## config.mk

```make
export PLATFORM = sky130hd
export DESIGN_NAME = noise_sched
export DESIGN_NICKNAME = d
export VERILOG_FILES = /design/src/rtl/noise_pkg.sv /design/src/rtl/noise_lfsr_en.sv /design/src/rtl/noise_sched.sv
export SDC_FILE = /design/constraint.sdc
export NUM_CORES = 1
export LEC_CHECK = 0
export ABC_CLOCK_PERIOD_IN_PS = 4400
export BUFFER_PORTS_ARGS = -buffer_cell sky130_fd_sc_hd__buf_2
export CORE_MARGIN = 2
export CORE_UTILIZATION = 45
export DETAILED_ROUTE_END_ITERATION = 7
export MAX_ROUTING_LAYER = met4
export PLACE_DENSITY = 0.77
export SKIP_CTS_REPAIR_TIMING = 1
export SKIP_LAST_GASP = 1
export SYNTH_ARGS = -nofsm -noshare
export SYNTH_HDL_FRONTEND = slang
export SYNTH_SLANG_ARGS = --single-unit
```

## constraint.sdc

```tcl
create_clock -name clk_i -period 4.4 [get_ports clk_i]
set_input_delay 1.32 -clock clk_i [delete_from_list [all_inputs] [get_ports clk_i]]
set_output_delay 1.32 -clock clk_i [all_outputs]
set_load 0.02 [all_outputs]
```

## src/rtl/noise_pkg.sv

```systemverilog
// rtl/noise_pkg.sv - shared constants, FSM states and LFSR step function for the noise path
package noise_pkg;

  localparam int          NOISE_W    = 24;
  localparam logic [23:0] NOISE_SEED = 24'h8964CE;

  // Feedback taps of the 24-bit Fibonacci LFSR
  localparam int TAP_A = 23;
  localparam int TAP_B = 3;
  localparam int TAP_C = 2;
  localparam int TAP_D = 0;

  typedef enum logic [1:0] {
    IDLE,
    ADVANCE,
    PRESENT
  } noise_state_e;

  // One LFSR shift; shared with noise_gen so both produce the same sequence
  function automatic logic [NOISE_W-1:0] lfsr_next(input logic [NOISE_W-1:0] l);
    return {l[NOISE_W-2:0], l[TAP_A] ^ l[TAP_B] ^ l[TAP_C] ^ l[TAP_D]};
  endfunction

endpackage

```

## src/rtl/noise_lfsr_en.sv

```systemverilog
// rtl/noise_lfsr_en.sv - enable-gated 24-bit LFSR with loadable seed
// A loaded zero is replaced by SEED so the register can never lock up.
module noise_lfsr_en
  import noise_pkg::*;
#(
  parameter logic [NOISE_W-1:0] SEED = NOISE_SEED
) (
  input  logic               clk_i,
  input  logic               rst_i,
  input  logic               en_i,
  input  logic               load_i,
  input  logic [NOISE_W-1:0] seed_i,
  output logic [NOISE_W-1:0] state_o
);

  logic [NOISE_W-1:0] state_q;

  // Load takes priority over a shift; zero seeds fall back to SEED
  always_ff @(posedge clk_i or posedge rst_i) begin
    if (rst_i) begin
      state_q <= SEED;
    end else if (load_i) begin
      state_q <= (seed_i == '0) ? SEED : seed_i;
    end else if (en_i) begin
      state_q <= lfsr_next(state_q);
    end
  end

  assign state_o = state_q;

endmodule

```

## src/rtl/noise_sched.sv

```systemverilog
// rtl/noise_sched.sv - round-robin scheduler sharing one LFSR noise source among requesters
// The LFSR only moves while a sample is being produced, so each grant gets fresh noise.
module noise_sched
  import noise_pkg::*;
#(
  parameter int                 NUM_REQ = 4,
  parameter int                 STEPS   = 1,
  parameter logic [NOISE_W-1:0] SEED    = NOISE_SEED,
  localparam int                ID_W    = $clog2(NUM_REQ)
) (
  input  logic               clk_i,
  input  logic               rst_i,
  input  logic [NUM_REQ-1:0] req_i,
  input  logic               reseed_i,
  input  logic [NOISE_W-1:0] seed_i,
  output logic [NOISE_W-1:0] noise_o,
  output logic [ID_W-1:0]    id_o,
  output logic               valid_o,
  input  logic               ready_i,
  output logic               busy_o
);

  noise_state_e       state_q, state_d;
  logic [ID_W-1:0]    rr_ptr_q;
  logic [7:0]         step_cnt_q;
  logic [ID_W-1:0]    id_q;
  logic [NOISE_W-1:0] noise_q;
  logic               valid_q;
  logic               pend_q;
  logic [NOISE_W-1:0] pend_seed_q;

  logic               grant_found;
  logic [ID_W-1:0]    grant_idx;
  logic [ID_W-1:0]    rr_next;
  logic [ID_W-1:0]    cand_idx;
  int                 cand;

  logic               lfsr_en;
  logic               lfsr_load;
  logic [NOISE_W-1:0] load_val;
  logic [NOISE_W-1:0] lfsr_state;
  logic               do_grant;
  logic               do_present;
  logic               do_accept;

  noise_lfsr_en #(
    .SEED (SEED)
  ) u_lfsr (
    .clk_i   (clk_i),
    .rst_i   (rst_i),
    .en_i    (lfsr_en),
    .load_i  (lfsr_load),
    .seed_i  (load_val),
    .state_o (lfsr_state)
  );

  // Round-robin pick: first request at or after rr_ptr, wrapping past the top
  always_comb begin
    grant_found = 1'b0;
    grant_idx   = '0;
    cand        = 0;
    cand_idx    = '0;
    for (int i = 0; i < NUM_REQ; i++) begin
      cand     = (int'(rr_ptr_q) + i) % NUM_REQ;
      cand_idx = ID_W'(cand);
      if (!grant_found && req_i[cand_idx]) begin
        grant_found = 1'b1;
        grant_idx   = cand_idx;
      end
    end
    rr_next = (grant_idx == ID_W'(NUM_REQ - 1)) ? '0 : grant_idx + 1'b1;
  end

  // FSM state register
  always_ff @(posedge clk_i or posedge rst_i) begin
    if (rst_i) begin
      state_q <= IDLE;
    end else begin
      state_q <= state_d;
    end
  end

  // FSM next state; a reseed in IDLE consumes the cycle so no grant happens
  always_comb begin
    state_d = state_q;
    case (state_q)
      IDLE: begin
        if (!(reseed_i || pend_q) && grant_found) state_d = ADVANCE;
      end
      ADVANCE: begin
        if (step_cnt_q == 8'd1) state_d = PRESENT;
      end
      PRESENT: begin
        if (ready_i) state_d = IDLE;
      end
      default: state_d = IDLE;
    endcase
  end

  // FSM control outputs; a fresh reseed_i wins over an older pending seed
  always_comb begin
    lfsr_en    = 1'b0;
    lfsr_load  = 1'b0;
    load_val   = '0;
    do_grant   = 1'b0;
    do_present = 1'b0;
    do_accept  = 1'b0;
    case (state_q)
      IDLE: begin
        if (reseed_i) begin
          lfsr_load = 1'b1;
          load_val  = seed_i;
        end else if (pend_q) begin
          lfsr_load = 1'b1;
          load_val  = pend_seed_q;
        end else if (grant_found) begin
          do_grant = 1'b1;
        end
      end
      ADVANCE: begin
        lfsr_en = 1'b1;
        if (step_cnt_q == 8'd1) do_present = 1'b1;
      end
      PRESENT: begin
        if (ready_i) do_accept = 1'b1;
      end
      default: ;
    endcase
  end

  // Datapath: grant bookkeeping, sample capture, handshake and deferred reseed
  always_ff @(posedge clk_i or posedge rst_i) begin
    if (rst_i) begin
      rr_ptr_q    <= '0;
      step_cnt_q  <= '0;
      id_q        <= '0;
      noise_q     <= '0;
      valid_q     <= 1'b0;
      pend_q      <= 1'b0;
      pend_seed_q <= '0;
    end else begin
      if (reseed_i && state_q != IDLE) begin
        pend_q      <= 1'b1;
        pend_seed_q <= seed_i;
      end else if (lfsr_load) begin
        pend_q <= 1'b0;
      end

      if (do_grant) begin
        id_q       <= grant_idx;
        rr_ptr_q   <= rr_next;
        step_cnt_q <= 8'(STEPS);
      end else if (lfsr_en) begin
        step_cnt_q <= step_cnt_q - 8'd1;
      end

      if (do_present) begin
        noise_q <= lfsr_next(lfsr_state);
        valid_q <= 1'b1;
      end else if (do_accept) begin
        valid_q <= 1'b0;
      end
    end
  end

  assign noise_o = noise_q;
  assign id_o    = id_q;
  assign valid_o = valid_q;
  assign busy_o  = (state_q != IDLE);

endmodule

```

==> impl_metrics.csv, run 1 <==
group,metric,value,unit
status,status,"completed",
place,placed_area,4740,sq um
timing,maxSlewHeadroom,43.1,%
clocking,clockBufferDepth,2,
drt,ant_nets,0,
yosys,yosys.area.top_type,"dfrtp_1",
die,core,9330,sq um
timing,finClkSkew,0.0156,ns
global_route,grt_usage,20.9,%
drt,drtPass1Iterations,5,
yosys,synthTopCellsByArea,"dfrtp_1 44%, mux2_1 12%, dfstp_2 6.6%, nand2_1 3.6%, o21ai_1 3.0%",
setup_path,crit_path_start_kind,"flip-flop",
global_route,grt_pass1_wl,16.5,mm
finish,final_common_cell,"dfrtp_1",
place,dp_hpwl,7.17,mm
yosys,syn_inst,412,
global_route,grt_pass1_vias,3219,
yosys,synth_edf_count,0,
power,ir_drop,0.289,mV
die,die_height,103,um
power,p_sw,1.54,mW
finish,multi_input_comb_area,1990,sq um
global_route,antenna_found_initial,0,
yosys,ys_seq_elements,88,
clocking,clock_sinks,88,
timing,worst_hold_slack,0.478,ns
yosys,syn_area,4370,sq um
run,timing.max_cap.violations,0,
worst_hold_path,hold_path.class,"flip-flop to flip-flop",
finish,final-seq-area,2220,sq um
drt,drc_errors,0,
clocking,clk_pin_slew,0.10,ns
clocking,cts_made_buffers,9,
drt,drt-initial-drc-count,246,
timing,final-hold-violation-count,0,
power,p_per_area,747,nW/um^2
timing,setup_viol,0,
power,p_clk_share,15.5,%
clocking,cts_tree,"done",
drt,num_vias,3380,
clocking,clk_latency,0.37,ns
clocking,cts_root_buffer,"clkbuf_8",
finish,nFillCells,824,
die,die_w,103,um
setup_path,crit_arrival,1.68,ns
yosys,seq_area_frac_synth,50.7,%
timing,fin_setup_tns,0,ns
finish,drive_above_1_share,22.4,%
power,seqPwrFrac,44.0,%
setup_path,crit_type,"flip-flop to output pin",
timing,worst_slack,1.40,ns
setup_path,cp_data_required_time,3.08,ns
global_route,grt_max_degree,52,
timing,rsz0062_at_grt,"false",
power,p_comb_share,40.4,%
die,io_pins,60,
finish,area_growth,13.0,%
clocking,htree_levels,3,
drt,routedWlPerCell,16.8,um
yosys,yosysWarnings,0,
power,p_sw_share,41.6,%
yosys,syn-num-nets,446,
yosys,ys_async_sr_fraction,100,%
finish,final_cell_mix,"77 x dfrtp_1, 59 x buf_2, 47 x mux2_1",
drt,totalWireLength,9.98,mm
place,post-place-cells,578,
die,start_util,46.9,%
global_route,overflow,0,
yosys,synth_top_area_share,44.1,%
timing,tightest_slew,0.848,ns
finish,fin_cells,594,
power,p_int,2.16,mW
finish,nets,494,
finish,postLayoutCellArea,4940,sq um
place,place.gp.congestion,0.959,
finish,utilization,53.0,%
timing,fin_crit,3.00,ns
drt,vias_per_cell,5.69,
place,portBuffers,59,
setup_path,critPathMaxFanout,22,
yosys,synth.distinct_cells,47,
timing,drv_slew,0,
power,finalPower,3.69,mW
power,power.leakage,2.14,nW
timing,timing.fmax,333,MHz
yosys,synth_top_flop_cell,"dfrtp_1",
timing,fin_crit_sh,68.2,%
finish,diodes,0,
place,post-place-ws,1.15,ns
setup_path,crit_path_end_kind,"output pin",
die,die-area,10500,sq um
yosys,syn_area_per_cell,10.6,sq um
die,rows,35,
[flip-flops by register name, indices dropped and copies added (netlist names), named ones only]
register and count:
id_o 2, u_lfsr.state_o 24, pend_q 1, pend_seed_q 24, state_q 2, noise_o 24
step_cnt_q 8, rr_ptr_q 1, valid_o 1
[layout make-up]
class                           instances  area share [%]
Sequential cell                        88            44.8
Multi-Input combinational cell        287            40.2
Timing Repair Buffer                   65            6.89
Tap cell                              129            3.27
Clock buffer                            9            2.51
Clock inverter                          7            1.60
Inverter                                9           0.709
[path summary, 6_finish.rpt]
check | start | end | slack, ns | cells after the start
min | id_o[0] | id_o[0] | 0.48 | 2
min in group asynchronous | rst_i | u_lfsr.state_o[21] | 1.02 | 2
min reg2reg | id_o[0] | id_o[0] | 0.48 | 2
max in group asynchronous | rst_i | u_lfsr.state_o[3] | 2.53 | 3
max reg2reg | pend_q | u_lfsr.state_o[6] | 2.10 | 5
max | state_q[1] | busy_o | 1.40 | 3
[synth_stat cells (3+ instances only)]
library cell	n
dfrtp_1	77
mux2_1	47
nand2_1	42
o21ai_1	26
a21oi_1	25
nor2_1	23
a211oi_1	13
clkbuf_1	13
a31oi_1	11
and2_1	11
dfstp_2	11
inv_1	8
nand2b_1	8
a221oi_1	7
buf_2	7
nand3b_1	7
o21ai_0	6
buf_1	5
mux2i_1	5
nor4_1	5
nand3_1	4
nor3_1	4
nor4_2	4
xnor2_1	4
xor2_1	4
a222oi_1	3
buf_6	3
nor2b_1	3
[power groups by stage]
stage	Clock (mW)	Sequential [mW]	Combinational (mW)
2_1_floorplan	0	1.62	1.05
3_3_place_gp	0	1.62	1.43
3_5_place_dp	0	1.64	1.48
4_1_cts	0.589	1.62	1.50
5_1_grt	0.626	1.69	1.65
6_report	0.574	1.63	1.49
[critical path, cell delays in order, from the launching register on]
cell	delay (ns)
dfrtp_1	0.78
nor2_1	0.21
inv_2	0.16
buf_2	0.18
[kinds of logic (layout without fill, tap and decap cells)]
logic type	Yosys count	after routing	share of synthesized area, %
simple gates	120	120	14.3
compound gates	105	105	15.7
flops	88	88	50.7
mux	52	52	13.3
buf+inv	37	90	3.89
xor+xnor	8	8	1.60
fa+ha+maj	2	2	0.572
[routing by layer]
| layer | vias up | track usage, % | share of wire (%) |
|---|---|---|---|
| li1 | 1589 | - | - |
| met1 | 1643 | 28.7 | 45 |
| met2 | 135 | 32.1 | 47 |
| met3 | 13 | 4.34 | 6.6 |
| met4 | 0 | 5.23 | 1.4 |
| met5 | - | - | 0 |
Power figures use the tool's default switching activity.
==> inputs of run 2 (changes only) <==
ABC_CLOCK_PERIOD_IN_PS = 3000   (was 4400)
clock period = 3 ns   (was 4.4 ns; I/O delays follow)
==> impl_metrics.csv, run 2 (synthesized netlist as in run 1, its figures left out) <==
group,metric,value,unit
clocking,clk_latency,0.36,ns
setup_path,reg2reg_depth,5,
die,start_util,46.9,%
setup_path,crit_type,"flip-flop to output pin",
clocking,cts_tree,"done",
setup_path,crit_family,"flip-flops",
clocking,clockBufferDepth,2,
timing,finClkSkew,0.0121,ns
finish,final_cell_mix,"77 x dfrtp_1, 59 x buf_2, 47 x mux2_1",
setup_path,slowest_delay,0.45,ns
setup_path,crit_path_end_kind,"output pin",
worst_hold_path,hold_path.class,"flip-flop to flip-flop",
power,ir_drop,0.416,mV
timing,timing.fmax,432,MHz
power,p_per_area,1090,nW/um^2
setup_path,r2r_end,"u_lfsr.state_o[7]",
setup_path,critPathMaxFanout,6,
finish,nets,497,
setup_path,slowest_stage,"dfrtp_1",
global_route,overflow,0,
drt,num_vias,3336,
global_route,antenna_found_initial,0,
place,dp_hpwl,7.26,mm
timing,fin_setup_tns,0,ns
finish,drive_above_1_share,22.9,%
clocking,clock_sinks,88,
die,core,9330,sq um
finish,area_growth,14.0,%
clocking,cts_root_buffer,"clkbuf_8",
setup_path,crit_arrival,1.41,ns
setup_path,rr_startpoint,"state_q[0]",
die,die_w,103,um
die,die_height,103,um
power,finalPower,5.44,mW
finish,final_common_cell,"dfrtp_1",
drt,totalWireLength,9.87,mm
timing,setup_viol,0,
setup_path,crit_chain,"nor2_1, inv_2, buf_2",
place,portBuffers,59,
global_route,grt_pass1_vias,3087,
setup_path,path_buf_inv,2,
timing,maxSlewHeadroom,48.9,%
clocking,cts_made_buffers,9,
timing,fin_crit_sh,77.1,%
finish,diodes,0,
run,timing.max_cap.violations,0,
drt,drtPass1Iterations,4,
die,io_pins,60,
global_route,grt_max_degree,46,
timing,tightest_slew,0.761,ns
timing,rsz0062_at_grt,"false",
timing,drv_slew,0,
timing,fin_crit,2.31,ns
die,rows,35,
finish,nFillCells,830,
setup_path,cp.depth,3,
drt,drc_errors,0,
drt,drt-initial-drc-count,220,
drt,routedWlPerCell,16.5,um
timing,worst_slack,0.688,ns
clocking,clk_pin_slew,0.09,ns
global_route,grt_usage,20.2,%
setup_path,r2r_slack,1.02,ns
drt,ant_nets,0,
setup_path,cp_data_required_time,2.10,ns
clocking,htree_levels,3,
place,place.gp.congestion,0.919,
drt,vias_per_cell,5.59,
setup_path,crit_path_start_kind,"flip-flop",
power,power.leakage,2.15,nW
die,die-area,10500,sq um
timing,final-hold-violation-count,0,
setup_path,crit_end,"busy_o",
status,status,"completed",
global_route,grt_pass1_wl,16.0,mm
setup_path,crit_path_start,"state_q[0]",
place,post-place-ws,0.378,ns
run 2: changes by cell type in the layout (fill, tap and decap cells not counted):
cell,previous run,this run
inv_8,1,0
clkinv_2,2,0
clkbuf_8,9,10
buf_4,6,8
buf_12,0,1
clkinvlp_4,2,5
inv_6,1,0
run 2: worst min-delay path by stage:
| stage | startpoint | to | slack (ns) | depth (start not counted) |
|---|---|---|---|---|
| after CTS | noise_o[0] | noise_o[0] | 0.49 | 2 |
| after floorplan | step_cnt_q[6] | step_cnt_q[6] | 0.45 | 1 |
| after detailed placement | noise_o[0] | noise_o[0] | 0.47 | 2 |
| after global placement | id_o[0] | id_o[0] | 0.46 | 2 |
| final | noise_o[0] | noise_o[0] | 0.49 | 2 |
| after global routing | noise_o[15] | noise_o[15] | 0.51 | 1 |
run 2: layout make-up:
cell class | count | area [sq um] | area share [%]
Timing Repair Buffer | 68 | 375 | 7.53
Clock inverter | 6 | 68.8 | 1.38
Inverter | 9 | 37.5 | 0.753
Tap cell | 129 | 161 | 3.24
Sequential cell | 88 | 2220 | 44.5
Multi-Input combinational cell | 287 | 1990 | 39.9
Clock buffer | 10 | 138 | 2.76
run 2: power by group:
group	switching (mW)	internal [mW]	leakage, nW	total (mW)
Clock	0.432	0.409	0.0907	0.841
Sequential	0.544	1.83	1.05	2.37
Combinational	1.27	0.954	1.01	2.23
Total	2.25	3.19	2.15	5.44
run 2: per-stage QoR:
step	cell area (sq um)	hold slack [ns]	cells	utilization, %
floorplan	4380	0.454	412	-
global placement	4780	0.458	581	51.2
detailed placement	4780	0.472	581	51.2
CTS	4980	0.494	597	53.4
global route	4980	0.514	597	53.4
finish	4980	0.487	597	53.4
run 2: per-layer routing:
layer / up-vias / global-route usage, % / part of all wire [%] / wire length (um)
met3: 10 / 3.32 / 5.0 / 492
met4: 0 / 6.46 / 1.3 / 128
met2: 92 / 29.5 / 46 / 4550
met1: 1642 / 29.0 / 48 / 4700
li1: 1592 / - / - / -
met5: - / - / 0 / 0
run 2: worst min-delay path, delay by kind of cell, from the launching register on:
| family | cells | cell delay (ns) |
|---|---|---|
| DFF | 1 | 0.35 |
| AOI/OAI and AO/OA | 1 | 0.06 |
| and+or+nand+nor | 1 | 0.05 |
==> inputs of run 3 (changes only) <==
ABC_CLOCK_PERIOD_IN_PS = 2029   (was 3000)
PLACE_DENSITY = 0.79   (was 0.77)
clock period = 2.03 ns   (was 3 ns; I/O delays follow)
==> impl_metrics.csv, run 3 (synthesized netlist as in run 1, its figures left out) <==
group,metric,value,unit
status,status,"completed",
power,ir_drop,0.653,mV
clocking,clockBufferDepth,2,
timing,setup_viol,0,
setup_path,reg2reg_depth,5,
place,post-place-ws,0.0234,ns
timing,drv_slew,0,
global_route,grt_max_degree,27,
timing,rsz0062_at_grt,"false",
setup_path,crit_path_end_kind,"output pin",
setup_path,crit_path_start_kind,"flip-flop",
clocking,clk_latency,0.36,ns
global_route,grt_pass1_wl,17.0,mm
timing,tightest_slew,0.608,ns
finish,nets,509,
clocking,clk_pin_slew,0.09,ns
finish,final_cell_mix,"77 x dfrtp_1, 59 x buf_2, 47 x mux2_1",
die,rows,35,
die,die-area,10500,sq um
timing,finClkSkew,0.0103,ns
setup_path,r2r_end,"noise_o[11]",
finish,multi_input_comb_area,1990,sq um
finish,final-seq-area,2220,sq um
finish,final_common_cell,"dfrtp_1",
die,io_pins,60,
die,die_height,103,um
place,place.gp.congestion,0.911,
clocking,clock_sinks,88,
clocking,cts_tree,"done",
drt,drt-initial-drc-count,250,
setup_path,r2r_slack,0.19,ns
place,portBuffers,59,
drt,vias_per_cell,5.67,
timing,fin_crit,1.93,ns
clocking,htree_levels,3,
setup_path,rr_startpoint,"step_cnt_q[2]",
setup_path,crit_arrival,1.32,ns
setup_path,crit_type,"flip-flop to output pin",
drt,drtPass1Iterations,4,
run,timing.max_cap.violations,0,
timing,timing.fmax,517,MHz
timing,fin_crit_sh,95.2,%
drt,ant_nets,0,
die,core,9330,sq um
power,finalPower,8.18,mW
clocking,cts_root_buffer,"clkbuf_8",
power,power.leakage,2.24,nW
setup_path,cp_data_required_time,1.42,ns
finish,area_growth,17.4,%
timing,worst_slack,0.0970,ns
power,p_per_area,1590,nW/um^2
timing,final-hold-violation-count,0,
drt,num_vias,3454,
worst_hold_path,hold_path.class,"input pin to asynchronous set/reset pin",
finish,nFillCells,819,
global_route,grt_pass1_vias,3381,
die,die_w,103,um
timing,maxSlewHeadroom,59.4,%
global_route,overflow,0,
clocking,cts_made_buffers,9,
global_route,antenna_found_initial,0,
place,dp_hpwl,7.52,mm
drt,routedWlPerCell,16.7,um
setup_path,critPathMaxFanout,9,
drt,totalWireLength,10.2,mm
die,start_util,46.9,%
global_route,grt_usage,21.6,%
finish,drive_above_1_share,25.0,%
finish,diodes,0,
drt,drc_errors,0,
==> run 3: worst max-delay path, cell delays in order, from the launching register on <==
cell and delay (ns):
dfrtp_1 0.49, nor2_2 0.22, inv_2 0.10, buf_2 0.17
==> run 3: how the worst max path moves through the flow <==
stage	startpoint	cells after the start	to
final	state_q[0]	3	busy_o
after CTS	state_q[0]	3	busy_o
after detailed placement	reseed_i	6	u_lfsr.state_o[23]
after floorplan	seed_i[5]	5	u_lfsr.state_o[1]
after global routing	state_q[0]	3	busy_o
after global placement	reseed_i	6	u_lfsr.state_o[23]
==> run 3: cell type report <==
type | count | share of cell area (%)
tap | 129 | 3.15
clock buffer | 9 | 2.41
multi-input combinational | 287 | 38.8
clock inverter | 7 | 1.39
sequential | 88 | 43.2
timing repair buffer | 80 | 10.3
inverter | 9 | 0.732
==> run 3: layer usage <==
metal / up-vias / part of all wire, % / track usage, %
li1: 1616 / - / -
met1: 1692 / 46 / 29.5
met2: 125 / 47 / 33.2
met3: 21 / 5.5 / 4.61
met4: 0 / 1.5 / 5.13
met5: - / 0 / -
==> run 3: metrics by stage <==
step / hold WS (ns) / instances / area, sq um / TNS, ns / utilization, %
floorplan: 0.454 / 412 / 4380 / 0 / -
global placement: 0.456 / 593 / 4930 / -0.00222 / 52.8
detailed placement: 0.478 / 593 / 4930 / 0 / 52.8
CTS: 0.320 / 609 / 5120 / -0.0118 / 54.9
global route: 0.338 / 609 / 5130 / 0 / 55.0
finish: 0.306 / 609 / 5130 / 0 / 55.0
==> run 3: report_power, final <==
part	internal, mW	switching (mW)
clock	0.568	0.634
combinational	1.55	1.91
sequential	2.70	0.808
